$ cat src/rtl/mem_arbiter.sv
`default_nettype none
// ============================================================================
// mem_arbiter: fetch/data two-port arbiter onto a 16-bit, byte-laned memory;
// data byte stores are done as a read-modify-write of the containing word.
// Rev 1.0
// ============================================================================
module mem_arbiter #(
    parameter bit FIXED_PRIO = 1'b0
) (
    input  logic        clk,
    input  logic        rst_n,
    input  logic        i_if_req,
    input  logic [15:0] i_if_addr,
    output logic        o_if_ack,
    output logic [15:0] o_if_rdata,
    input  logic        i_d_req,
    input  logic        i_d_we,
    input  logic        i_d_byte,
    input  logic [15:0] i_d_addr,
    input  logic [15:0] i_d_wdata,
    output logic        o_d_ack,
    output logic [15:0] o_d_rdata,
    output logic [15:0] o_mem_addr,
    output logic        o_mem_we,
    output logic [7:0]  o_mem_wdata_high,
    output logic [7:0]  o_mem_wdata_low,
    input  logic [7:0]  i_mem_rdata_high,
    input  logic [7:0]  i_mem_rdata_low
);

    typedef enum logic [2:0] {
        S_IDLE   = 3'd0,
        S_RD     = 3'd1,
        S_WR     = 3'd2,
        S_RMW_RD = 3'd3,
        S_RMW_WR = 3'd4,
        S_ACK    = 3'd5
    } state_t;

    state_t      r_state;
    state_t      w_next;
    logic [15:0] r_addr;
    logic [15:0] r_wdata;
    logic [15:0] r_rsp;
    logic [15:0] r_word;
    logic        r_we;
    logic        r_byte;
    logic        r_gnt_d;
    logic        r_last_d;
    logic        w_any_req;
    logic        w_pick_d;
    logic        w_we;
    logic [15:0] w_mem_rd;
    logic [15:0] w_rd_result;
    logic [15:0] w_word_addr;

    assign w_any_req   = i_if_req | i_d_req;
    // Data wins if alone, under fixed priority, or when fetch was served last.
    assign w_pick_d    = i_d_req & (~i_if_req | FIXED_PRIO | ~r_last_d);
    assign w_mem_rd    = {i_mem_rdata_high, i_mem_rdata_low};
    assign w_word_addr = {r_addr[15:1], 1'b0};
    assign w_rd_result = r_byte ? {8'h00, (r_addr[0] ? i_mem_rdata_high : i_mem_rdata_low)}
                                : w_mem_rd;
    // Gating with reset keeps a write in flight at a reset edge from landing.
    assign o_mem_we    = w_we & rst_n;

    always_ff @(posedge clk) begin
        if (!rst_n) begin
            r_state <= S_IDLE;
        end else begin
            r_state <= w_next;
        end
    end

    always_comb begin
        w_next           = r_state;
        w_we             = 1'b0;
        o_mem_addr       = 16'h0000;
        o_mem_wdata_high = 8'h00;
        o_mem_wdata_low  = 8'h00;
        o_if_ack         = 1'b0;
        o_d_ack          = 1'b0;
        o_if_rdata       = 16'h0000;
        o_d_rdata        = 16'h0000;
        case (r_state)
            S_IDLE: begin
                if (w_any_req) begin
                    if (w_pick_d && i_d_we) begin
                        w_next = i_d_byte ? S_RMW_RD : S_WR;
                    end else begin
                        w_next = S_RD;
                    end
                end
            end
            S_RD: begin
                o_mem_addr = w_word_addr;
                w_next     = S_ACK;
            end
            S_WR: begin
                o_mem_addr       = w_word_addr;
                w_we             = 1'b1;
                o_mem_wdata_high = r_wdata[15:8];
                o_mem_wdata_low  = r_wdata[7:0];
                w_next           = S_ACK;
            end
            S_RMW_RD: begin
                o_mem_addr = w_word_addr;
                w_next     = S_RMW_WR;
            end
            S_RMW_WR: begin
                o_mem_addr       = w_word_addr;
                w_we             = 1'b1;
                o_mem_wdata_high = r_addr[0] ? r_wdata[7:0] : r_word[15:8];
                o_mem_wdata_low  = r_addr[0] ? r_word[7:0]  : r_wdata[7:0];
                w_next           = S_ACK;
            end
            S_ACK: begin
                o_if_ack   = ~r_gnt_d;
                o_d_ack    = r_gnt_d;
                o_if_rdata = r_gnt_d ? 16'h0000 : r_rsp;
                o_d_rdata  = r_gnt_d ? r_rsp : 16'h0000;
                w_next     = S_IDLE;
            end
            default: w_next = S_IDLE;
        endcase
    end

    always_ff @(posedge clk) begin
        if (!rst_n) begin
            r_addr   <= 16'h0000;
            r_wdata  <= 16'h0000;
            r_rsp    <= 16'h0000;
            r_word   <= 16'h0000;
            r_we     <= 1'b0;
            r_byte   <= 1'b0;
            r_gnt_d  <= 1'b0;
            r_last_d <= 1'b0;
        end else begin
            case (r_state)
                S_IDLE: begin
                    if (w_any_req) begin
                        r_gnt_d  <= w_pick_d;
                        r_last_d <= w_pick_d;
                        r_rsp    <= 16'h0000;
                        if (w_pick_d) begin
                            r_addr  <= i_d_addr;
                            r_we    <= i_d_we;
                            r_byte  <= i_d_byte;
                            r_wdata <= i_d_wdata;
                        end else begin
                            r_addr  <= i_if_addr;
                            r_we    <= 1'b0;
                            r_byte  <= 1'b0;
                            r_wdata <= 16'h0000;
                        end
                    end
                end
                S_RD:     r_rsp  <= w_rd_result;
                S_RMW_RD: r_word <= w_mem_rd;
                default: ;
            endcase
        end
    end

    // r_we is kept for visibility of the latched request; routing uses the FSM path.
    logic w_unused;
    assign w_unused = r_we;

endmodule
`default_nettype wire

$ cat config.mk
export PLATFORM = sky130hd
export DESIGN_NAME = mem_arbiter
export DESIGN_NICKNAME = d
export VERILOG_FILES = /design/src/rtl/mem_arbiter.sv
export SDC_FILE = /design/constraint.sdc
export NUM_CORES = 1
export LEC_CHECK = 0
export CORE_ASPECT_RATIO = 1.5
export CORE_MARGIN = 2
export CORE_UTILIZATION = 40
export CTS_BUF_LIST = sky130_fd_sc_hd__clkbuf_4
export CTS_CLUSTER_SIZE = 40
export DETAILED_ROUTE_END_ITERATION = 8
export PLACE_DENSITY = 0.81
export SLEW_MARGIN = 5
export SYNTH_ARGS = -nofsm -noshare
export SYNTH_HDL_FRONTEND = slang
export SYNTH_SLANG_ARGS = --single-unit
$ cat constraint.sdc
create_clock -name clk -period 1.6 [get_ports clk]
set_clock_uncertainty 0.15 [all_clocks]
set_input_delay 0.24 -clock clk [delete_from_list [all_inputs] [get_ports clk]]
set_output_delay 0.24 -clock clk [all_outputs]
set_load 0.1 [all_outputs]
==> out/results.tsv, run 1 <==
stage	metric	value	unit
synthesis	ys.flop_type	dfxtp_1	
synthesis	synth_area_per_cell	8.771	um^2
final_layout	n_antenna_cell	0	
clock_network	clk_latency	0.42	ns
timing	setup_viol	101	
global_routing	antenna_found_initial	0	
global_routing	grt_start_max_net_pins	19	
place	hpwlAfterDp	8.665	mm
route	ant_nets	0	
worst_setup_path	cp_max_fo	3	
place	pre_cts_slack	-0.3654	ns
worst_setup_path	reg2regPathDepth	7	
worst_setup_path	r2r_slack	-0.30	ns
outcome	status	finished, violations left	
power_and_ir_drop	sw_frac_of_total	0.3802	
timing	max_freq	0.4535	GHz
job	cap_violations	0	
floorplanning	start_util	0.4042	
route	drtPass1Iterations	8	
power_and_ir_drop	p_leak	2.627	nW
power_and_ir_drop	power	0.005081	W
final_layout	multi_input_area	0.002037	mm^2
floorplanning	rows	41	
clock_network	tritoncts	built	
min_path	worst_hold_path_type	in2reg	
final_layout	fin_nets	617	
timing	finalHoldViolCount	0	
synthesis	ys_seq_area_frac	0.4112	
floorplanning	die_area	0.009163	mm^2
place	port_buffers	135	
final_layout	mostFrequentLayoutCells	buf_12, nand2_1, clkdlybuf4s50_1	
power_and_ir_drop	seqPwrFrac	0.395	
power_and_ir_drop	p_per_area	810.1	mW/mm^2
floorplanning	num_io_pins	137	
worst_setup_path	crit_slowest_cell	or3b_4	
power_and_ir_drop	internal_power	0.003149	W
worst_setup_path	critPathMaxStageDelay	0.42	ns
synthesis	synth_edf_count	0	
timing	whs	0.2093	ns
timing	min_period	2.205	ns
power_and_ir_drop	irDropWorstVdd	0.6789	mV
clock_network	cts_root_buf	clkbuf_4	
timing	setup_ws	-0.6053	ns
final_layout	final_cells	659	
worst_setup_path	critPathKind	reg2out	
synthesis	yosys.cell_types.count	39	
timing	setup_tns	-42.14	ns
global_routing	grt_overflow	0	
final_layout	final_common_cell	buf_12	
synthesis	ys_warn_count	0	
final_layout	seq_area	0.001385	mm^2
clock_network	htree_levels	3	
outcome	violations	negative setup slack	
route	routed_via_density	5.340	
route	drc_errors	0	
final_layout	syn_to_final_growth	86.70	%
clock_network	clkSinkCount	69	
power_and_ir_drop	p_comb_frac	0.417	
route	vias	3519	
floorplanning	die_h	116.2	um
route	wl	11.60	mm
global_routing	grt_pass1_vias	3806	
worst_setup_path	path_cells	or3b_4, o21bai_4, buf_4, a22o_4, buf_12	
timing	post-route-period-util	1.378	
place	gp_congestion	0.8231	
worst_setup_path	cp-start-kind	flop	
route	detail_route.wl_per_cell	17.61	um
synthesis	syn_nets	453	
power_and_ir_drop	p_sw	0.001932	W
timing	final_max_slew_viol_count	0	
synthesis	ys_seq_elements	69	
place	place_inst	635	
synthesis	ys_async_sr_fraction	0	
clock_network	clock_path_buffers	2	
synthesis	syn_inst	383	
clock_network	clkTransAtPathRegs	0.12	ns
floorplanning	core_area	0.008310	mm^2
worst_setup_path	cp.arrival	1.82	ns
global_routing	grt_pass1_wl	18.70	mm
floorplanning	die_w	78.83	um
clock_network	cts_buffers	9	
min_path	min_path_cells	3	
final_layout	fill_cells	515	
worst_setup_path	crit_required	1.21	ns
synthesis	syn_area	0.003359	mm^2
global_routing	grt_usage	0.2651	
power_and_ir_drop	power_frac_clock	0.188	
worst_setup_path	end_kind	output pin	
final_layout	layout-drive-gt1-share	0.3877	
route	first_iter_violations	237	
timing	rsz0062_at_grt	true	
## metrics by stage
| stage | cell area (um^2) | utilization |
|---|---|---|
| CTS | 6260 | 0.7532 |
| finish | 6272 | 0.7547 |
| global route | 6272 | 0.7547 |
| global placement | 5995 | 0.7213 |
| floorplan | 3716 | - |
| detailed placement | 5995 | 0.7213 |
## flip-flops by register name, indices dropped and copies added (netlist names)
signal	cells
r_addr	16
r_byte	1
r_last_d	1
r_rsp	16
r_state	3
r_wdata	16
r_word	16
## repair_timing
item                       CTS  global route
gates resized for setup     18            10
gates cloned                 4             0
setup endpoints to repair  102           112
setup buffers                4             0
hold buffers                 0             0
pin swaps                   15             2
## cells by family after synthesis
group / Yosys count / synth area share
mux: 16 / 0.04767
buf+inv: 62 / 0.08491
flops: 69 / 0.4112
compound gates: 96 / 0.2309
other cells: 1 / 0.001116
simple gates: 139 / 0.2242
## final cells by class
| class | instances | share of cell area |
|---|---|---|
| clock buffers | 9 | 0.01077 |
| well taps | 107 | 0.02134 |
| repair buffers | 179 | 0.3954 |
| clock inverters | 7 | 0.006583 |
| inverters | 34 | 0.02035 |
| flip-flops and latches | 69 | 0.2208 |
| multi-input cells | 254 | 0.3248 |
## critical path, delay by kind of cell, from the launching register on
family | cells | cell delay [ns]
buffers and inverters | 2 | 0.32
DFF | 1 | 0.36
AOI/OAI and AO/OA | 2 | 0.28
and+or+nand+nor | 1 | 0.42
## power by group through the flow
stage / logic, W / registers, W / clock network (W)
2_1_floorplan: 0.00122 / 0.00200 / 0
3_3_place_gp: 0.00195 / 0.00203 / 0
3_5_place_dp: 0.00198 / 0.00204 / 0
4_1_cts: 0.00210 / 0.00200 / 0.000978
5_1_grt: 0.00222 / 0.00202 / 0.00105
6_report: 0.00212 / 0.00201 / 0.000954
## metal layers
metal | routed length [um] | GRT usage | vias up
li1 | - | - | 1653
met1 | 4143 | 0.2785 | 1695
met2 | 6401 | 0.4906 | 147
met3 | 773 | 0.07264 | 24
met4 | 285 | 0.1195 | 0
met5 | 0 | 0 | -
## cells in the mapped netlist, types with 2 or more instances
cell	instances	area, um^2
mux2i_1	16	160.2
nand2_1	69	259.0
buf_4	6	45.04
and3_1	2	12.51
o21a_1	2	15.01
a21boi_0	23	172.7
buf_6	3	33.78
and2_1	50	312.8
clkbuf_1	12	45.04
a222oi_1	16	160.2
a22o_1	25	219.0
or2_2	2	12.51
o21ai_0	17	85.08
nand2b_1	2	12.51
buf_2	6	30.03
dfxtp_1	69	1381
inv_1	34	127.6
o2bb2ai_1	8	70.07
## path summary, 6_finish.rpt
kind	from	endpoint
worst max-delay path	r_state[2]	o_mem_wdata_low[7]
worst min register to register	r_word[8]	r_word[8]
worst max register to register	r_state[1]	r_addr[13]
worst min-delay path	i_if_addr[8]	r_addr[8]
Note: power is estimated with default switching activity, not from simulation.
==> inputs of run 2 (changes only) <==
- CAP_MARGIN: unset -> 20
- RECOVER_POWER: unset -> 50
==> out/results.tsv, run 2 (synthesis gave the netlist of run 1 again) <==
stage	metric	value	unit	change
clock_network	cts_root_buf	clkbuf_4		
worst_setup_path	cp-start-kind	flop		
power_and_ir_drop	irDropWorstVdd	0.6765	mV	-0.35%
timing	setup_viol	101		unchanged
route	drc_errors	0		unchanged
clock_network	clkSinkCount	69		unchanged
final_layout	syn_to_final_growth	86.63	%	about the same
timing	rsz0062_at_grt	true		
route	detail_route.wl_per_cell	17.62	um	about the same
floorplanning	num_io_pins	137		unchanged
final_layout	mostFrequentLayoutCells	buf_12, nand2_1, clkdlybuf4s50_1		
worst_setup_path	cp.arrival	1.82	ns	about the same
worst_setup_path	critPathMaxStageDelay	0.42	ns	about the same
global_routing	grt_usage	0.2651		unchanged
worst_setup_path	cp_max_fo	3		unchanged
power_and_ir_drop	power	0.005091	W	+0.20%
timing	finalHoldViolCount	0		unchanged
min_path	worst_hold_path_type	in2reg		
job	cap_violations	0		unchanged
min_path	worstHoldStart	i_if_addr[8]		
power_and_ir_drop	p_per_area	812.1	mW/mm^2	+0.24%
worst_setup_path	setup.worst_path.start	r_state[2]		
timing	setup_tns	-42.25	ns	-0.1121 ns
global_routing	grt_pass1_wl	18.70	mm	unchanged
floorplanning	die_h	116.2	um	unchanged
timing	final_max_slew_viol_count	0		unchanged
clock_network	cts_hold_buf	0		unchanged
floorplanning	rows	41		unchanged
route	first_iter_violations	236		-0.42%
worst_setup_path	critPathKind	reg2out		
final_layout	layout-drive-gt1-share	0.3877		unchanged
clock_network	clkTransAtPathRegs	0.12	ns	about the same
route	vias	3536		+0.48%
timing	post-route-period-util	1.380		+0.001809
outcome	violations	negative setup slack		
worst_setup_path	r2r_start	r_state[1]		
worst_setup_path	crit_family	simple AND/OR/NAND/NOR gates		
timing	whs	0.2002	ns	-0.009052 ns
timing	setup_ws	-0.6082	ns	-0.002894 ns
route	drtPass1Iterations	8		unchanged
floorplanning	start_util	0.4042		unchanged
timing	max_freq	0.4529	GHz	-0.13%
clock_network	clk_latency	0.43	ns	about the same
final_layout	fill_cells	516		+0.19%
final_layout	fin_nets	617		unchanged
route	wl	11.61	mm	about the same
place	hpwlAfterDp	8.665	mm	unchanged
global_routing	grt_start_max_net_pins	19		unchanged
clock_network	cts_buffers	9		unchanged
worst_setup_path	crit_slowest_cell	or3b_4		
clock_network	clock_path_buffers	2		unchanged
route	routed_via_density	5.366		+0.48%
worst_setup_path	crit_required	1.21	ns	about the same
worst_setup_path	path_cells	or3b_4, o21bai_4, buf_4, a22o_4, buf_12		
clock_network	tritoncts	built		
timing	min_period	2.208	ns	+0.002894 ns
global_routing	grt_pass1_vias	3806		unchanged
global_routing	grt_overflow	0		unchanged
worst_setup_path	end_kind	output pin		
power_and_ir_drop	p_leak	2.626	nW	about the same
place	port_buffers	135		unchanged
route	ant_nets	0		unchanged
place	gp_congestion	0.8231		unchanged
floorplanning	die_w	78.83	um	unchanged
clock_network	htree_levels	3		unchanged
final_layout	final_util	0.7544		about the same
floorplanning	die_area	0.009163	mm^2	unchanged
final_layout	n_antenna_cell	0		unchanged
floorplanning	core_area	0.008310	mm^2	unchanged
final_layout	final_common_cell	buf_12		
worst_setup_path	critPathBufInv	2		unchanged
global_routing	antenna_found_initial	0		unchanged
outcome	status	finished, violations left		
## run 2: cell types whose count changed in the layout (fill, tap and decap cells not counted), sizes merged
cell,previous run,this run
buf,110,109
clkbuf,9,10
## run 2: tightest hold or removal path, delay by kind of cell
family                 cells  cell delay [ns]
AOI/OAI and AO/OA          1             0.05
buffers and inverters      2             0.44
## run 2: final timing paths
| kind | depth (start not counted) | endpoint | slack [ns] |
|---|---|---|---|
| worst min-delay path | 3 | r_addr[8] | 0.20 |
| worst max-delay path | 5 | o_mem_wdata_low[7] | -0.61 |
| worst max register to register | 7 | r_addr[13] | -0.30 |
| worst min register to register | 2 | r_word[8] | 0.33 |
## run 2: metrics by stage
step	worst slack, ns	std cells	area (um^2)
after global routing	-0.6699	659	6270
after floorplan	-0.4322	383	3716
after global placement	-0.2109	635	5995
final	-0.6082	659	6270
after detailed placement	-0.3654	635	5995
after CTS	-0.6265	659	6260
## run 2: area by class of cell
class	instances	area (um^2)	share of cell area
inverters	34	127.6	0.02036
multi-input cells	254	2037	0.3249
well taps	107	133.9	0.02135
repair buffers	179	2477	0.3951
flip-flops and latches	69	1385	0.2209
clock buffers	9	67.56	0.01078
clock inverters	7	41.29	0.006586
## run 2: timing repair
action	in CTS	in global routing
cloned	4	0
endpoints found under the setup margin	102	112
hold endpoints to repair	0	0
pin swaps	15	2
setup buffers	4	0
gates resized for setup	18	10
## run 2: routing by layer
| layer | track usage | routed length [um] | vias up |
|---|---|---|---|
| li1 | - | - | 1655 |
| met1 | 0.2785 | 4126 | 1689 |
| met2 | 0.4906 | 6351 | 162 |
| met3 | 0.07264 | 824 | 30 |
| met4 | 0.1195 | 312 | 0 |
| met5 | 0 | 0 | - |
## run 2: report_power, final
| part | internal, W | total, W | leakage (nW) | switching (W) |
|---|---|---|---|---|
| Combinational | 0.000960 | 0.00212 | 2.00 | 0.00116 |
| Clock | 0.000308 | 0.000965 | 0.0572 | 0.000658 |
| Sequential | 0.00188 | 0.00201 | 0.565 | 0.000129 |
| Total | 0.00315 | 0.00509 | 2.63 | 0.00194 |
